`src/rtl/btn_arb_pkg.sv`:
```
// Shared types and helpers for the button event arbiter.
package btn_arb_pkg;

    typedef enum logic [0:0] {
        ST_IDLE  = 1'b0,
        ST_OFFER = 1'b1
    } arb_state_t;

    localparam int MAX_BTN = 16;

    function automatic int deb_cnt_width(input int deb_cycles);
        return (deb_cycles > 2) ? $clog2(deb_cycles) : 1;
    endfunction

    // First set request strictly after ptr, wrapping modulo n; returns ptr if none set.
    function automatic logic [3:0] rr_next(input logic [MAX_BTN-1:0] req,
                                           input logic [3:0] ptr,
                                           input int n);
        logic [3:0] sel;
        logic       found;
        int         idx;
        sel   = ptr;
        found = 1'b0;
        for (int k = 1; k <= MAX_BTN; k++) begin
            idx = (int'(ptr) + k) % n;
            if (k <= n && !found && req[idx]) begin
                sel   = 4'(idx);
                found = 1'b1;
            end
        end
        return sel;
    endfunction

endpackage

```
`src/rtl/btn_debounce.sv`:
```
// One button lane: 2-flop synchroniser, stability counter, debounced level and rise pulse.
module btn_debounce
    import btn_arb_pkg::*;
#(
    parameter int DEB_CYCLES = 16
) (
    input  logic clk,
    input  logic reset,
    input  logic btn_raw,
    output logic rise
);

    localparam int               CNT_W    = deb_cnt_width(DEB_CYCLES);
    localparam logic [CNT_W-1:0] CNT_LAST = CNT_W'(DEB_CYCLES - 1);

    logic             sync1_reg;
    logic             sync2_reg;
    logic             deb_reg;
    logic             deb_q_reg;
    logic             deb_next;
    logic [CNT_W-1:0] cnt_reg;
    logic [CNT_W-1:0] cnt_next;

    // Counter only advances while the synchronised level disagrees with the accepted one.
    always_comb begin
        deb_next = deb_reg;
        cnt_next = '0;
        if (sync2_reg != deb_reg) begin
            if (cnt_reg == CNT_LAST) begin
                deb_next = ~deb_reg;
            end else begin
                cnt_next = cnt_reg + CNT_W'(1);
            end
        end
    end

    always_ff @(posedge clk or negedge reset) begin
        if (!reset) begin
            sync1_reg <= 1'b0;
            sync2_reg <= 1'b0;
            deb_reg   <= 1'b0;
            deb_q_reg <= 1'b0;
            cnt_reg   <= '0;
        end else begin
            sync1_reg <= btn_raw;
            sync2_reg <= sync1_reg;
            deb_reg   <= deb_next;
            deb_q_reg <= deb_reg;
            cnt_reg   <= cnt_next;
        end
    end

    assign rise = deb_reg & ~deb_q_reg;

endmodule

```
`src/rtl/button_event_arbiter.sv`:
```
// Debounced push-button front end: one event per press, round-robin onto a valid/ready channel.
// Optional sticky per-button overrun output when BTN_OVERRUN_FLAG_EN is defined.
module button_event_arbiter
    import btn_arb_pkg::*;
#(
    parameter int N_BTN      = 4,
    parameter int DEB_CYCLES = 16,
    parameter int ID_W       = $clog2(N_BTN)
) (
    input  logic             clk,
    input  logic             reset,
    input  logic [N_BTN-1:0] btn_in,
    output logic             evt_valid,
    output logic [ID_W-1:0]  evt_id,
    input  logic             evt_ready,
    output logic [N_BTN-1:0] pending
`ifdef BTN_OVERRUN_FLAG_EN
    ,
    output logic [N_BTN-1:0] overrun
`endif
);

    logic [N_BTN-1:0] rise;

    genvar gi;
    generate
        for (gi = 0; gi < N_BTN; gi++) begin : g_lane
            btn_debounce #(
                .DEB_CYCLES(DEB_CYCLES)
            ) u_debounce (
                .clk    (clk),
                .reset  (reset),
                .btn_raw(btn_in[gi]),
                .rise   (rise[gi])
            );
        end
    endgenerate

    arb_state_t         state_reg;
    arb_state_t         state_next;
    logic [ID_W-1:0]    evt_id_reg;
    logic [ID_W-1:0]    evt_id_next;
    logic [ID_W-1:0]    rr_ptr_reg;
    logic [ID_W-1:0]    rr_ptr_next;
    logic [N_BTN-1:0]   pending_reg;
    logic [N_BTN-1:0]   pending_next;
    logic [N_BTN-1:0]   accept_mask;
    logic               accept;
    logic [MAX_BTN-1:0] req_ext;
    logic [3:0]         ptr_ext;
    logic [3:0]         pick;

    assign req_ext     = MAX_BTN'(pending_reg);
    assign ptr_ext     = 4'(rr_ptr_reg);
    assign pick        = rr_next(req_ext, ptr_ext, N_BTN);
    assign accept      = (state_reg == ST_OFFER) && evt_ready;
    assign accept_mask = accept ? (N_BTN'(1) << evt_id_reg) : '0;

    // A rise in the same cycle as its own acceptance keeps the flag set: the new press survives.
    always_comb begin
        state_next   = state_reg;
        evt_id_next  = evt_id_reg;
        rr_ptr_next  = rr_ptr_reg;
        pending_next = (pending_reg & ~accept_mask) | rise;
        case (state_reg)
            ST_IDLE: begin
                if (|pending_reg) begin
                    evt_id_next = ID_W'(pick);
                    state_next  = ST_OFFER;
                end
            end
            ST_OFFER: begin
                if (evt_ready) begin
                    rr_ptr_next = evt_id_reg;
                    state_next  = ST_IDLE;
                end
            end
            default: state_next = ST_IDLE;
        endcase
    end

    always_ff @(posedge clk or negedge reset) begin
        if (!reset) begin
            state_reg   <= ST_IDLE;
            evt_id_reg  <= '0;
            rr_ptr_reg  <= ID_W'(N_BTN - 1);
            pending_reg <= '0;
        end else begin
            state_reg   <= state_next;
            evt_id_reg  <= evt_id_next;
            rr_ptr_reg  <= rr_ptr_next;
            pending_reg <= pending_next;
        end
    end

    assign evt_valid = (state_reg == ST_OFFER);
    assign evt_id    = evt_id_reg;
    assign pending   = pending_reg;

`ifdef BTN_OVERRUN_FLAG_EN
    logic [N_BTN-1:0] overrun_reg;

    always_ff @(posedge clk or negedge reset) begin
        if (!reset) begin
            overrun_reg <= '0;
        end else begin
            overrun_reg <= overrun_reg | (rise & pending_reg & ~accept_mask);
        end
    end

    assign overrun = overrun_reg;
`endif

endmodule

```
`config.mk`:
```
export PLATFORM = sky130hd
export DESIGN_NAME = button_event_arbiter
export DESIGN_NICKNAME = d
export VERILOG_FILES = /design/src/rtl/btn_arb_pkg.sv /design/src/rtl/btn_debounce.sv /design/src/rtl/button_event_arbiter.sv
export SDC_FILE = /design/constraint.sdc
export NUM_CORES = 1
export LEC_CHECK = 0
export ABC_AREA = 1
export ABC_CLOCK_PERIOD_IN_PS = 1900
export BUFFER_PORTS_ARGS = -buffer_cell sky130_fd_sc_hd__buf_2
export CAP_MARGIN = 15
export CORE_ASPECT_RATIO = 0.6
export CORE_MARGIN = 2
export CORE_UTILIZATION = 40
export DETAILED_ROUTE_END_ITERATION = 10
export GPL_TIMING_DRIVEN = 0
export SYNTH_ARGS = -nofsm -noshare
export SYNTH_HDL_FRONTEND = slang
export SYNTH_SLANG_ARGS = --single-unit
```
`constraint.sdc`:
```
create_clock -name clk -period 1.9 [get_ports clk]
set_clock_uncertainty 0.05 [all_clocks]
set_input_delay 0.38 -clock clk [delete_from_list [all_inputs] [get_ports clk]]
set_output_delay 0.38 -clock clk [all_outputs]
set_load 0.01 [all_outputs]
```
==> metrics.md <==
| Metric | Value |
|---|---|
| Biggest cell delay along the critical path | 530 ps |
| Post-CTS repair timing setup buffer count | 0 |
| Worst EP arrival | 1650 ps |
| Total clock buffers created by CTS | 5 |
| NetSw | 899 µW |
| Hold path start | btn_in[0] |
| Core area | 4170 µm² |
| FF-to-FF setup slack | 390 ps |
| Share of total power in combinational logic | 29.4% |
| Category of cells accounting for the largest share of critical-path delay | simple AND/OR/NAND/NOR gates |
| Antenna violations before repair | 0 |
| Status | completed |
| Netlist area before placement | 1750 µm² |
| Power density normalized to cell area | 1300 nW/µm² |
| Buf+Inv Stages, Crit Path | 3 |
| First-pass iteration count of the detailed router | 4 |
| Total inserted antenna cells | 0 |
| Slew Viols, Final | 0 |
| Clock net sink count | 41 |
| Reported max-cap violation count | 0 |
| Leak | 1.00 nW |
| Die width | 89.4 µm |
| Gr usage total | 13.9% |
| Flop pwr share | 42.7% |
| Post-CTS clock slew at the launch and capture registers of the worst setup and hold paths | 80 ps |
| Area enclosed by the die boundary | 4940 µm² |
| Worst Hold Margin | 131 ps |
| Slew headroom | 42.0% |
| Dominant cell type by count on the critical path | sky130_fd_sc_hd__nand2_1 |
| Flip-flop count of the largest register after layout | 16 |
| Standard-cell rows | 18 |
| Final Hold Viols | 0 |
| Yosys synthesis warning count | 0 |
| Synth top area share | 55.7% |
| Clk_lat worst skew | 300 ps |
| Max FO, Critical Path | 9 |
| Post-route clock period utilization | 79.6% |
| Highest attainable clock frequency | 0.661 GHz |
| Final setup violating endpoints | 0 |
| Largest area contributor in the netlist | sky130_fd_sc_hd__dfrtp_1 |
| Worst hold path stage count | 1 |
| Vias post-DR | 1150 |
| Slew @ Worst Pin | 870 ps |
| Crit path launch type | flop |
| Worst reg2reg endpoint | evt_id[1]$_DFFE_PN0P_ |
| Share of async-settable or async-resettable flops after synthesis | 100% |
| Fraction of final layout cells sized beyond drive strength 1 | 22.6% |
| CP required | 2040 ps |
| Terminating pin of the worst hold path | g_lane[0].u_debounce.sync1_reg$_DFF_PN0_ |
| Mapped Nets | 185 |
| Unique cell type count in the Yosys netlist | 22 |
| Type of the setup path with the least slack | reg -> reg |
| RR Startpoint | rr_ptr_reg[0]$_DFFE_PN1P_ |
| Dominant register cell in the synthesized netlist | sky130_fd_sc_hd__dfrtp_1 |
| Fraction of power spent switching nets | 34.5% |
| Dominant cells by area after synthesis | sky130_fd_sc_hd__dfrtp_1 (56%), sky130_fd_sc_hd__nand2_1 (6.0%), sky130_fd_sc_hd__nor2_1 (4.5%), sky130_fd_sc_hd__nand2_2 (3.6%), sky130_fd_sc_hd__xnor2_1 (3.5%) |
| Share of power burned in the clock network | 27.9% |
| Quantity of hold-fixing buffers added after cts | 0 |
| Leading cell type in the layout, fill and taps excluded | sky130_fd_sc_hd__dfrtp_1 |
| Sequential element share of the synthesized area | 58.7% |
| Detailed placement HPWL | 2.12 mm |
| Post-route DRC violation count | 0 |
| Worst path cell trace | buf_6, inv_8, nand2_2, nand2_2, nand2_4, nand2_4, inv_4, nand3_4, nand3_1, nand2_1, nand2_1, nand2_1 |
| Initial Utilization | 42.0% |
| CTS tree | yes |
| Commonest non-fill, non-tap cells in the layout | sky130_fd_sc_hd__dfrtp_1 (39), sky130_fd_sc_hd__nand2_1 (28), sky130_fd_sc_hd__nor2_1 (21), sky130_fd_sc_hd__inv_1 (14), sky130_fd_sc_hd__buf_2 (13) |
| Via density | 4.51 |
| Cells resized by post-CTS repair | 0 |
| Routed length per placed instance | 11.1 µm |
| First-pass GRT wire length | 5.16 mm |
| I/O pin cnt | 14 |
| H-Tree Level Count | 2 |
| Int Power | 1.71 mW |
| Post-DRT Antenna Nets | 0 |
| Via count of the first global-routing pass | 1186 |
| Post-layout min period | 1510 ps |
| Type of the tightest min-delay check | in -> reg |
| Number of enable flip-flop cells after synthesis | 0 |
| Overflow left after global routing | 0 |
| Number of standard cells after synthesis | 174 |
| Root Buffer | sky130_fd_sc_hd__clkbuf_8 |
| Clock Path Buffers | 2 |
| Initial DRC count | 44 |
| Slowest cell on crit path | sky130_fd_sc_hd__dfstp_2 |
| Reg2reg path depth | 12 |
| Mapped Avg Cell Area | 10.1 µm² |
| Unrepaired setup endpoints after global routing | no |
| Pin count of the biggest net entering global routing | 42 |
| Routability congestion estimate | 0.816 |
| Worst Setup End Kind | flop |
| Synth-to-Final Area Change | 14.9% |
| Worst voltage drop across the vdd grid | 536 µV |
| Number of flip-flops and latches in the synthesized netlist | 41 |
| Total number of nets in the final design | 205 |
| Total detailed-routing wirelength | 2.82 mm |
| First element of the critical path | rr_ptr_reg[0]$_DFFE_PN1P_ |
| Setup TNS after final layout | 0 ps |
| Die Ht | 55.3 µm |
| IO Port Bufs | 13 |
[Yosys cell counts, types with 2 or more instances]
master and instances:
sky130_fd_sc_hd__dfrtp_1 39, sky130_fd_sc_hd__nand2_1 28, sky130_fd_sc_hd__nor2_1 21, sky130_fd_sc_hd__inv_1 14, sky130_fd_sc_hd__nand3_1 12, sky130_fd_sc_hd__nand2_2 10, sky130_fd_sc_hd__o21ai_1 10, sky130_fd_sc_hd__a21oi_1 8
sky130_fd_sc_hd__xnor2_1 7, sky130_fd_sc_hd__ha_1 4, sky130_fd_sc_hd__nand2_4 4, sky130_fd_sc_hd__xor2_1 4, sky130_fd_sc_hd__inv_2 3, sky130_fd_sc_hd__dfstp_2 2
[metal layers]
| metal | GRT usage (%) | vias up | wire, µm |
|---|---|---|---|
| met5 | 0 | - | 0 |
| met1 | 17.5 | 529 | 1350 |
| met2 | 21.3 | 17 | 1280 |
| met4 | 7.25 | 0 | 83 |
| li1 | - | 594 | - |
| met3 | 4.48 | 10 | 113 |
[worst max path at each step]
stage	endpoint	slack, ps	cells after the start
after floorplan	evt_id[1]$_DFFE_PN0P_	500	12
after global placement	evt_id[1]$_DFFE_PN0P_	420	12
after detailed placement	evt_id[1]$_DFFE_PN0P_	410	12
after CTS	evt_id[1]$_DFFE_PN0P_	380	12
after global routing	evt_id[0]$_DFFE_PN0P_	270	12
final	evt_id[1]$_DFFE_PN0P_	390	12
[cell families after synthesis]
kind of cell	after synthesis	share of synthesized area [%]
compound gates	19	5.57
xor+xnor	11	5.50
flops	41	58.7
simple gates	79	22.1
fa+ha+maj	4	2.86
buf+inv	20	5.29
[worst register-to-register path: stages, from the launching register on]
cell and delay, ps:
sky130_fd_sc_hd__dfstp_2 530, sky130_fd_sc_hd__buf_6 140, sky130_fd_sc_hd__inv_8 50, sky130_fd_sc_hd__nand2_2 60
sky130_fd_sc_hd__nand2_2 80, sky130_fd_sc_hd__nand2_4 80, sky130_fd_sc_hd__nand2_4 60, sky130_fd_sc_hd__inv_4 70
sky130_fd_sc_hd__nand3_4 60, sky130_fd_sc_hd__nand3_1 80, sky130_fd_sc_hd__nand2_1 50, sky130_fd_sc_hd__nand2_1 50
sky130_fd_sc_hd__nand2_1 50
[power by group through the flow]
stage,clock network [mW],registers [mW],logic (mW)
floorplan,0,1.13,0.574
global placement,0,1.12,0.750
detailed placement,0,1.13,0.774
CTS,0.746,1.11,0.780
global route,0.791,1.13,0.886
finish,0.727,1.11,0.766
[through the flow]
step           setup slack, ps  cell area, µm²  cells  total power [mW]  util, %
2_1_floorplan              495            1750    174              1.70        -
3_3_place_gp               423            1890    247              1.87     45.4
3_5_place_dp               407            1890    247              1.90     45.4
4_1_cts                    384            2010    255              2.64     48.3
5_1_grt                    266            2010    255              2.81     48.3
6_report                   387            2010    255              2.61     48.3
[layout make-up]
cell class | count | area (µm²)
fill | 394 | 2150
sequential | 41 | 1030
multi-input combinational | 113 | 631
clock buffer | 6 | 82.6
inverter | 19 | 81.3
tap | 60 | 75.1
timing repair buffer | 13 | 65.1
clock inverter | 2 | 37.5
buffer | 1 | 11.3
No activity file was read; power rests on OpenSTA's default activity.
